[src/rtl/ff_pkg.sv]
// Shared types and helpers for the parametrised single-clock FIFO.
package ff_pkg;

   // Registered status bundle; sticky flags live alongside the level flags
   typedef struct packed {
      logic full;
      logic empty;
      logic afull;
      logic aempty;
      logic ovrflw;
      logic undrflw;
   } ff_status_t;

   // Status value after reset or flush: empty, below both thresholds, no sticky events
   localparam ff_status_t FF_STATUS_RST = '{
      full:    1'b0,
      empty:   1'b1,
      afull:   1'b0,
      aempty:  1'b1,
      ovrflw:  1'b0,
      undrflw: 1'b0
   };

   // Pointer width: one extra bit over the address so full and empty are distinguishable
   function automatic int unsigned ff_ptr_w(input int unsigned depth);
      return $clog2(depth) + 1;
   endfunction

   function automatic logic ff_is_pow2(input int unsigned v);
      return (v != 0) && ((v & (v - 1)) == 0);
   endfunction

endpackage

[src/rtl/ff_mem_2p.sv]
// DEPTH x DATA_W storage: one synchronous write port, one asynchronous read port.
// Contents are deliberately not reset.
module ff_mem_2p #(
   parameter int DATA_W = 8,
   parameter int DEPTH  = 16,
   parameter int ADDR_W = $clog2(DEPTH)
) (
   input  logic              clk_ir,
   input  logic              wr_en,
   input  logic [ADDR_W-1:0] wr_addr,
   input  logic [DATA_W-1:0] wr_data,
   input  logic [ADDR_W-1:0] rd_addr,
   output logic [DATA_W-1:0] rd_data
);

   logic [DATA_W-1:0] mem_q [DEPTH];
   logic [DATA_W-1:0] mem_d [DEPTH];

   // Next array contents: only the addressed entry changes on a write
   always_comb begin
      mem_d = mem_q;
      if (wr_en) begin
         mem_d[wr_addr] = wr_data;
      end
   end

   // Storage register, no reset
   always_ff @(posedge clk_ir) begin
      mem_q <= mem_d;
   end

   assign rd_data = mem_q[rd_addr];

endmodule

[src/rtl/ff_sync_param.sv]
// Parametrised single-clock FIFO with registered-read or FWFT output,
// fill level, almost-full/almost-empty thresholds, synchronous flush and
// sticky overflow/underflow flags.
module ff_sync_param
   import ff_pkg::*;
#(
   parameter int DATA_W    = 8,
   parameter int DEPTH     = 16,
   parameter int FWFT      = 0,
   parameter int AFULL_TH  = 12,
   parameter int AEMPTY_TH = 4
) (
   input  logic                    clk_ir,
   input  logic                    rst_il,
   input  logic                    ff_flush,
   input  logic                    ff_wr_en,
   input  logic [DATA_W-1:0]       ff_wr_data,
   input  logic                    ff_rd_en,
   output logic [DATA_W-1:0]       ff_rd_data,
   output logic                    ff_full,
   output logic                    ff_empty,
   output logic                    ff_afull,
   output logic                    ff_aempty,
   output logic [$clog2(DEPTH):0]  ff_count,
   output logic                    ff_ovrflw,
   output logic                    ff_undrflw
);

   localparam int unsigned ADDR_W = $clog2(DEPTH);
   localparam int unsigned PTR_W  = ff_ptr_w(DEPTH);

   localparam logic [PTR_W-1:0] PTR_ONE  = PTR_W'(1);
   localparam logic [PTR_W-1:0] DEPTH_C  = PTR_W'(DEPTH);
   localparam logic [PTR_W-1:0] AFULL_C  = PTR_W'(AFULL_TH);
   localparam logic [PTR_W-1:0] AEMPTY_C = PTR_W'(AEMPTY_TH);

   // Elaboration-time parameter checks
   if (!ff_is_pow2(DEPTH) || (DEPTH < 4)) begin : g_chk_depth
      $error("ff_sync_param: DEPTH (%0d) must be a power of 2 and >= 4", DEPTH);
   end
   if ((AFULL_TH < 1) || (AFULL_TH > DEPTH)) begin : g_chk_afull
      $error("ff_sync_param: AFULL_TH (%0d) must be in 1..DEPTH", AFULL_TH);
   end
   if ((AEMPTY_TH < 0) || (AEMPTY_TH >= DEPTH)) begin : g_chk_aempty
      $error("ff_sync_param: AEMPTY_TH (%0d) must be in 0..DEPTH-1", AEMPTY_TH);
   end

   logic [PTR_W-1:0]  wptr_q, wptr_d;
   logic [PTR_W-1:0]  rptr_q, rptr_d;
   logic [PTR_W-1:0]  count_q, count_d;
   ff_status_t        status_q, status_d;
   logic              wr_acc;
   logic              rd_acc;
   logic [DATA_W-1:0] mem_rd_data;

   // Accept decisions use pre-cycle status; a flush cancels both requests
   always_comb begin
      wr_acc = ff_wr_en & ~status_q.full  & ~ff_flush;
      rd_acc = ff_rd_en & ~status_q.empty & ~ff_flush;
   end

   // Pointer and occupancy next-state; count is the modular pointer difference
   always_comb begin
      wptr_d = wptr_q;
      rptr_d = rptr_q;
      if (ff_flush) begin
         wptr_d = '0;
         rptr_d = '0;
      end else begin
         if (wr_acc) begin
            wptr_d = wptr_q + PTR_ONE;
         end
         if (rd_acc) begin
            rptr_d = rptr_q + PTR_ONE;
         end
      end
      count_d = wptr_d - rptr_d;
   end

   // Status flags registered from next-state count; sticky flags accumulate rejected requests
   always_comb begin
      status_d = FF_STATUS_RST;
      if (!ff_flush) begin
         status_d.full    = (count_d == DEPTH_C);
         status_d.empty   = (count_d == '0);
         status_d.afull   = (count_d >= AFULL_C);
         status_d.aempty  = (count_d <= AEMPTY_C);
         status_d.ovrflw  = status_q.ovrflw  | (ff_wr_en & status_q.full);
         status_d.undrflw = status_q.undrflw | (ff_rd_en & status_q.empty);
      end
   end

   // Pointer, count and status registers
   always_ff @(posedge clk_ir or negedge rst_il) begin
      if (!rst_il) begin
         wptr_q   <= '0;
         rptr_q   <= '0;
         count_q  <= '0;
         status_q <= FF_STATUS_RST;
      end else begin
         wptr_q   <= wptr_d;
         rptr_q   <= rptr_d;
         count_q  <= count_d;
         status_q <= status_d;
      end
   end

   ff_mem_2p #(
      .DATA_W (DATA_W),
      .DEPTH  (DEPTH),
      .ADDR_W (ADDR_W)
   ) u_mem (
      .clk_ir  (clk_ir),
      .wr_en   (wr_acc),
      .wr_addr (wptr_q[ADDR_W-1:0]),
      .wr_data (ff_wr_data),
      .rd_addr (rptr_q[ADDR_W-1:0]),
      .rd_data (mem_rd_data)
   );

   if (FWFT == 0) begin : g_reg_rd
      logic [DATA_W-1:0] rd_data_q, rd_data_d;

      // Capture the head word only on an accepted read; hold otherwise
      always_comb begin
         rd_data_d = rd_data_q;
         if (rd_acc) begin
            rd_data_d = mem_rd_data;
         end
      end

      // Registered read data
      always_ff @(posedge clk_ir or negedge rst_il) begin
         if (!rst_il) begin
            rd_data_q <= '0;
         end else begin
            rd_data_q <= rd_data_d;
         end
      end

      assign ff_rd_data = rd_data_q;
   end else begin : g_fwft
      assign ff_rd_data = mem_rd_data;
   end

   assign ff_count   = count_q;
   assign ff_full    = status_q.full;
   assign ff_empty   = status_q.empty;
   assign ff_afull   = status_q.afull;
   assign ff_aempty  = status_q.aempty;
   assign ff_ovrflw  = status_q.ovrflw;
   assign ff_undrflw = status_q.undrflw;

endmodule
[config.mk]
export PLATFORM = sky130hd
export DESIGN_NAME = ff_sync_param
export DESIGN_NICKNAME = d
export VERILOG_FILES = /design/src/rtl/ff_pkg.sv /design/src/rtl/ff_mem_2p.sv /design/src/rtl/ff_sync_param.sv
export SDC_FILE = /design/constraint.sdc
export NUM_CORES = 1
export LEC_CHECK = 0
export ABC_AREA = 1
export ABC_CLOCK_PERIOD_IN_PS = 4200
export CORE_MARGIN = 4
export CORE_UTILIZATION = 47
export CTS_CLUSTER_DIAMETER = 80
export DETAILED_ROUTE_END_ITERATION = 7
export HOLD_SLACK_MARGIN = 0.05
export PLACE_DENSITY_LB_ADDON = 0.05
export SETUP_SLACK_MARGIN = 0.5
export SYNTH_ARGS = -nofsm -noshare
export SYNTH_HDL_FRONTEND = slang
export SYNTH_HIERARCHICAL = 1
export SYNTH_SLANG_ARGS = --single-unit
export TNS_END_PERCENT = 50
[constraint.sdc]
create_clock -name clk_ir -period 4.2 [get_ports clk_ir]
set_input_delay 0.84 -clock clk_ir [delete_from_list [all_inputs] [get_ports clk_ir]]
set_output_delay 0.84 -clock clk_ir [all_outputs]
set_load 0.03 [all_outputs]
# ---- Yosys cells after proc, flatten, opt, wreduce, memory -nomap -nowiden
# Cells that the tools add are included.
dict set report classes {
  n_addsub 3
  magnitude_cmp 5
  n_eq_ne 1
  mux 11
  n_bitwise 13
  reduce_logical 2
}
# cell count
set ops {}
lappend ops {{bitwise mux 128 bit} 1}
lappend ops {{binary-select mux 8 bit (select 4 bit)} 1}
lappend ops {{demux 8 bit (select 4 bit)} 1}
lappend ops {{2-to-1 mux 8 bit} 3}
lappend ops {{2-to-1 mux 5 bit} 4}
lappend ops {{adder 5 x 1 -> 5 bit, second input constant} 2}
lappend ops {{greater-or-equal comparator 5 bit, second input constant} 2}
lappend ops {{inverter 4 -> 5 bit} 2}
lappend ops {{AND 1 bit} 6}
lappend ops {{2-to-1 mux 6 bit} 1}
lappend ops {{== test 5 bit, second input constant} 1}
lappend ops {{greater-or-equal comparator 5 x 4 -> 1 bit, second input constant} 1}
lappend ops {{<= comparator 5 x 3 -> 1 bit, second input constant} 1}
lappend ops {{zero test 5 bit} 1}
lappend ops {{less-than comparator 5 x 1 -> 1 bit, second input constant} 1}
lappend ops {{subtractor 5 bit} 1}
lappend ops {{inverter 1 bit} 3}
lappend ops {{OR 1 bit} 2}
lappend ops {{logical AND 1 bit} 1}
dict set report word_totals {
  register_bits 157
  inputBits 13
  output_inout_bits 19
  word_cells 61
}

# ---- Logic depth before layout (Yosys ltp)
dict set report logic_depth {
  depth_word 8
  depth_mapped 16
  mapped_depth_nobuf 15
}

# ---- Cells and area by module
# Netlist, hierarchy kept.
# mod instances cells_per_inst area_per_inst_um2
set modules_own_cells {}
lappend modules_own_cells {ff_mem_2p 1 544 5609.1}
lappend modules_own_cells {ff_sync_param 1 169 1515.2}

# ---- Least setup slack after synthesis
# No wires, ideal clock.
dict set report synth_timing {
  path_type {input port to flip-flop}
  startpoint {input port ff_flush}
  endpoint {register status_q (netlist bit ff_full)}
  t_arrival_ps 2527
  required_time_ps 4131
  path_slack_ps 1604
  cell_stages 14
  path_buffers 2
  cell_sequence {buf_6 > inv_8 > nand2_4 > inv_2 > buf_2 > o21a_1 > ha_1 > fa_1 > nand2_1 > inv_1 > nand2_1 > nor2_1 > inv_1 > nor2_2}
}
# element line_no
set synth_lines {}
lappend synth_lines {{from (decl)} ff_sync_param.sv:15} ;# input logic ff_flush,
lappend synth_lines {{to (signal assigned)} ff_sync_param.sv:104} ;# status_q <= status_d;
lappend synth_lines {{to (decl)} ff_sync_param.sv:51} ;# ff_status_t status_q, status_d;

==> results.md <==
- Outcome: finished, final reports clean
- Wire length of the first global-routing pass: 25600 um
- Worst hold slack: just under 0.5 ns
- Sink Count: between 150 and 200
- Clock Root Buffer: clkbuf_16
- Area of the core region: about 0.015 sq mm
- Post-Synthesis Cell Area: between 0.007 and 0.008 sq mm
- Worst Setup Path Type: primary input to flop
- Number of buffers added on ports: 31
- Area leader, netlist: edfxtp_1
- Htree depth: 4
- Setup crit start: ff_flush
- Max Buffers Root-to-Sink: 2
- Data arrival time at the worst-slack endpoint: 3.71 ns
- Boundary Pins: 32
- Kind of capture point of the worst setup path: flop
- Cells after Synth: 713
- Mean number of vias per cell: about 5.0
- Highest achievable clock rate: approximately 300 MHz
- Worst setup SP type: primary input
- Unrepaired setup endpoints after global routing: no
- Number of hold-slack violations in the final timing report: 0
- Share of the cycle needed by the critical path after routing: 0.797
- Number of warnings printed during yosys synthesis: 6
- Remaining routing DRC violations: 0
- Power Total: 3.75 mW
- Area enclosed by the die boundary: ~0.017 sq mm
- Register area share after synthesis: 0.642
- Pwr per Cell Area: approximately 470 mW/mm^2
- Clock slew seen by the registers of the worst setup and hold paths: 0.06 ns
- Antenna violations before repair: 0
- Relative slew slack: 0.220
- Most frequent standard cell in the layout excluding fill and tap cells: nand2_1
- Non-filler instance count after layout: 937
- Number of global-route vias before repair: 4612
- Die Span Y: about 130 um
- TritonCTS clock tree: done
- Number of cell rows: 44
- Post-synthesis to final-layout area growth: 12.8%
- Worst R2R Start: rptr_q[1]
- Final weighted congestion of routability-driven global placement: roughly 0.77
- Post-synthesis cell type count: 32
- Capture point of the critical path: ff_aempty
- Worst clock skew on the final layout: roughly 0.010 ns
- Die boundary width: roughly 130 um
- Final critical-path required period: roughly 3.3 ns
- Setup TNS: 0 ns
- Wirelength, routed: 15800 um
- Synthesized Nets: 733
- Detail Route Antenna Nets: 0
- Count of flip-flops with a built-in enable after synthesis: approximately 130
- Detailed-route via count: approximately 4.7k
- Seq cells post-synth: between 150 and 200
- Num CTS Buffers: 17
- DR pass1 iterations: 6
- Depth of the worst register-to-register path: 12
- Proportion of netlist area held by the largest area contributor: 0.540
- IR drop worst, VDD: between 200 and 300 uV
- Commonest register cell after synthesis: edfxtp_1
- Source-to-sink clock delay at the later pin of the worst-skew pair: around 0.42 ns
- Detail Placement HPWL: approximately 10000 um
- Maximum fanout encountered on the critical timing path: 14
- Instance area after placement: about 0.0075 sq mm
- Final setup fails: 0
- Most area-consuming cells after synthesis: edfxtp_1, nand2_1, dfrtp_1
- Pre-CTS setup slack: ~0.46 ns
- Synth Area per Inst: roughly 10 sq um
- Final Cell Area: 0.00803 sq mm
- Commonest cells after routing, fill and taps aside: nand2_1, edfxtp_1, inv_1
- Number of cells upsized or downsized after cts: 0
- Async set or reset register ratio after synthesis: 0.185
- Fin worst setup slack: between 0.8 and 0.9 ns
- Setup bufs post-CTS: 0
- Leakage Power: about 3.5 nW
- Required time of the critical path: ~4.6 ns
- Count of placed standard cells including taps: 904
- Hold Crit Class: flop to flop
- Number of DRC markers in iteration 0: between 400 and 500
- Maximum number of pins on one net before global-route repair: 65
- CTS hold repair buffers: 0
- Total congestion overflow: 0
- Worst R2R Setup Slack: approximately 1.4 ns
- Drt wl/cell: 16.9 um
- Global router's overall resource usage: 0.193
- Worst reg2reg endpoint: ff_aempty
- Max-cap violation count: 0
- Post-layout nets: 759
- Max Slew Vio Count: 0
- Fill count: 1297
- Fraction of final layout cells with drive strength greater than 1: 0.0731
- Worst Tran Pin Value: 1.17 ns
- Initial Utilization: 0.485
- Final Util: 0.546
## kinds of logic after synthesis
logic type               Yosys count  synth area share
AO/OA/AOI/OAI                     15            0.0123
XOR/XNOR                           4           0.00492
adder cells (fa/ha/maj)            7            0.0133
buffers and inverters            160            0.0998
flip-flops                       157             0.642
AND/OR/NAND/NOR                  370             0.228
## routing by layer
metal	vias to the layer above	GRT usage	wire, um
met3	21	0.0333	633
met5	-	0	0
met1	2247	0.271	7330
li1	2335	-	-
met4	0	0.0700	261
met2	114	0.306	7570
## Yosys cell counts, drive strengths merged (3+ instances only)
cell type,instances
nand3,115
edfxtp,128
buf,26
dfrtp,27
xnor2,3
nor2,25
nand2,222
a21oi,9
ha,6
inv,132
## registers in the layout, summed over array words and instances (netlist names)
register and flops:
ff_rd_data 8, rptr_q 5, wptr_q 5, ff_undrflw 1
ff_aempty 1, ff_count 5, ff_afull 1, ff_full 1
ff_ovrflw 1, u_mem/mem_q 128, ff_empty 1
## critical path, stage by stage
cell	delay (ns)
clkdlybuf4s50_1	0.66
inv_8	0.22
nand2_4	0.13
inv_2	0.20
a21oi_1	0.09
nor3_1	0.30
inv_1	0.08
ha_1	0.34
a21oi_1	0.17
o21ai_1	0.11
xnor2_1	0.18
inv_1	0.09
a21oi_1	0.13
nand3_1	0.09
nand2_1	0.07
## power by group
part / internal (mW) / switching [mW] / total [mW]
combinational: 0.184 / 0.337 / 0.521
sequential: 1.75 / 0.0486 / 1.80
clock: 0.862 / 0.563 / 1.43
## layout make-up
cell class | count | area, sq um | area share
flip-flops and latches | 157 | 4570 | 0.569
multi-input cells | 396 | 1840 | 0.229
inverters | 132 | 503 | 0.0626
clock buffers | 22 | 444 | 0.0553
repair buffers | 35 | 340 | 0.0424
well taps | 184 | 230 | 0.0287
clock inverters | 10 | 97.6 | 0.0121
diodes | 1 | 2.50 | 0.000312
## how the worst min path moves through the flow
stage / slack (ns) / startpoint / endpoint / depth (start not counted)
6_report: 0.49 / ff_rd_data[7] / ff_rd_data[7] / 2
5_1_grt: 0.51 / ff_undrflw / ff_undrflw / 2
4_1_cts: 0.49 / ff_rd_data[0] / ff_rd_data[0] / 2
3_5_place_dp: 0.48 / ff_rd_data[0] / ff_rd_data[0] / 2
3_3_place_gp: 0.48 / ff_rd_data[2] / ff_rd_data[2] / 2
2_1_floorplan: 0.54 / rst_il / ff_afull / 0
No activity file was read; power rests on OpenSTA's default activity.
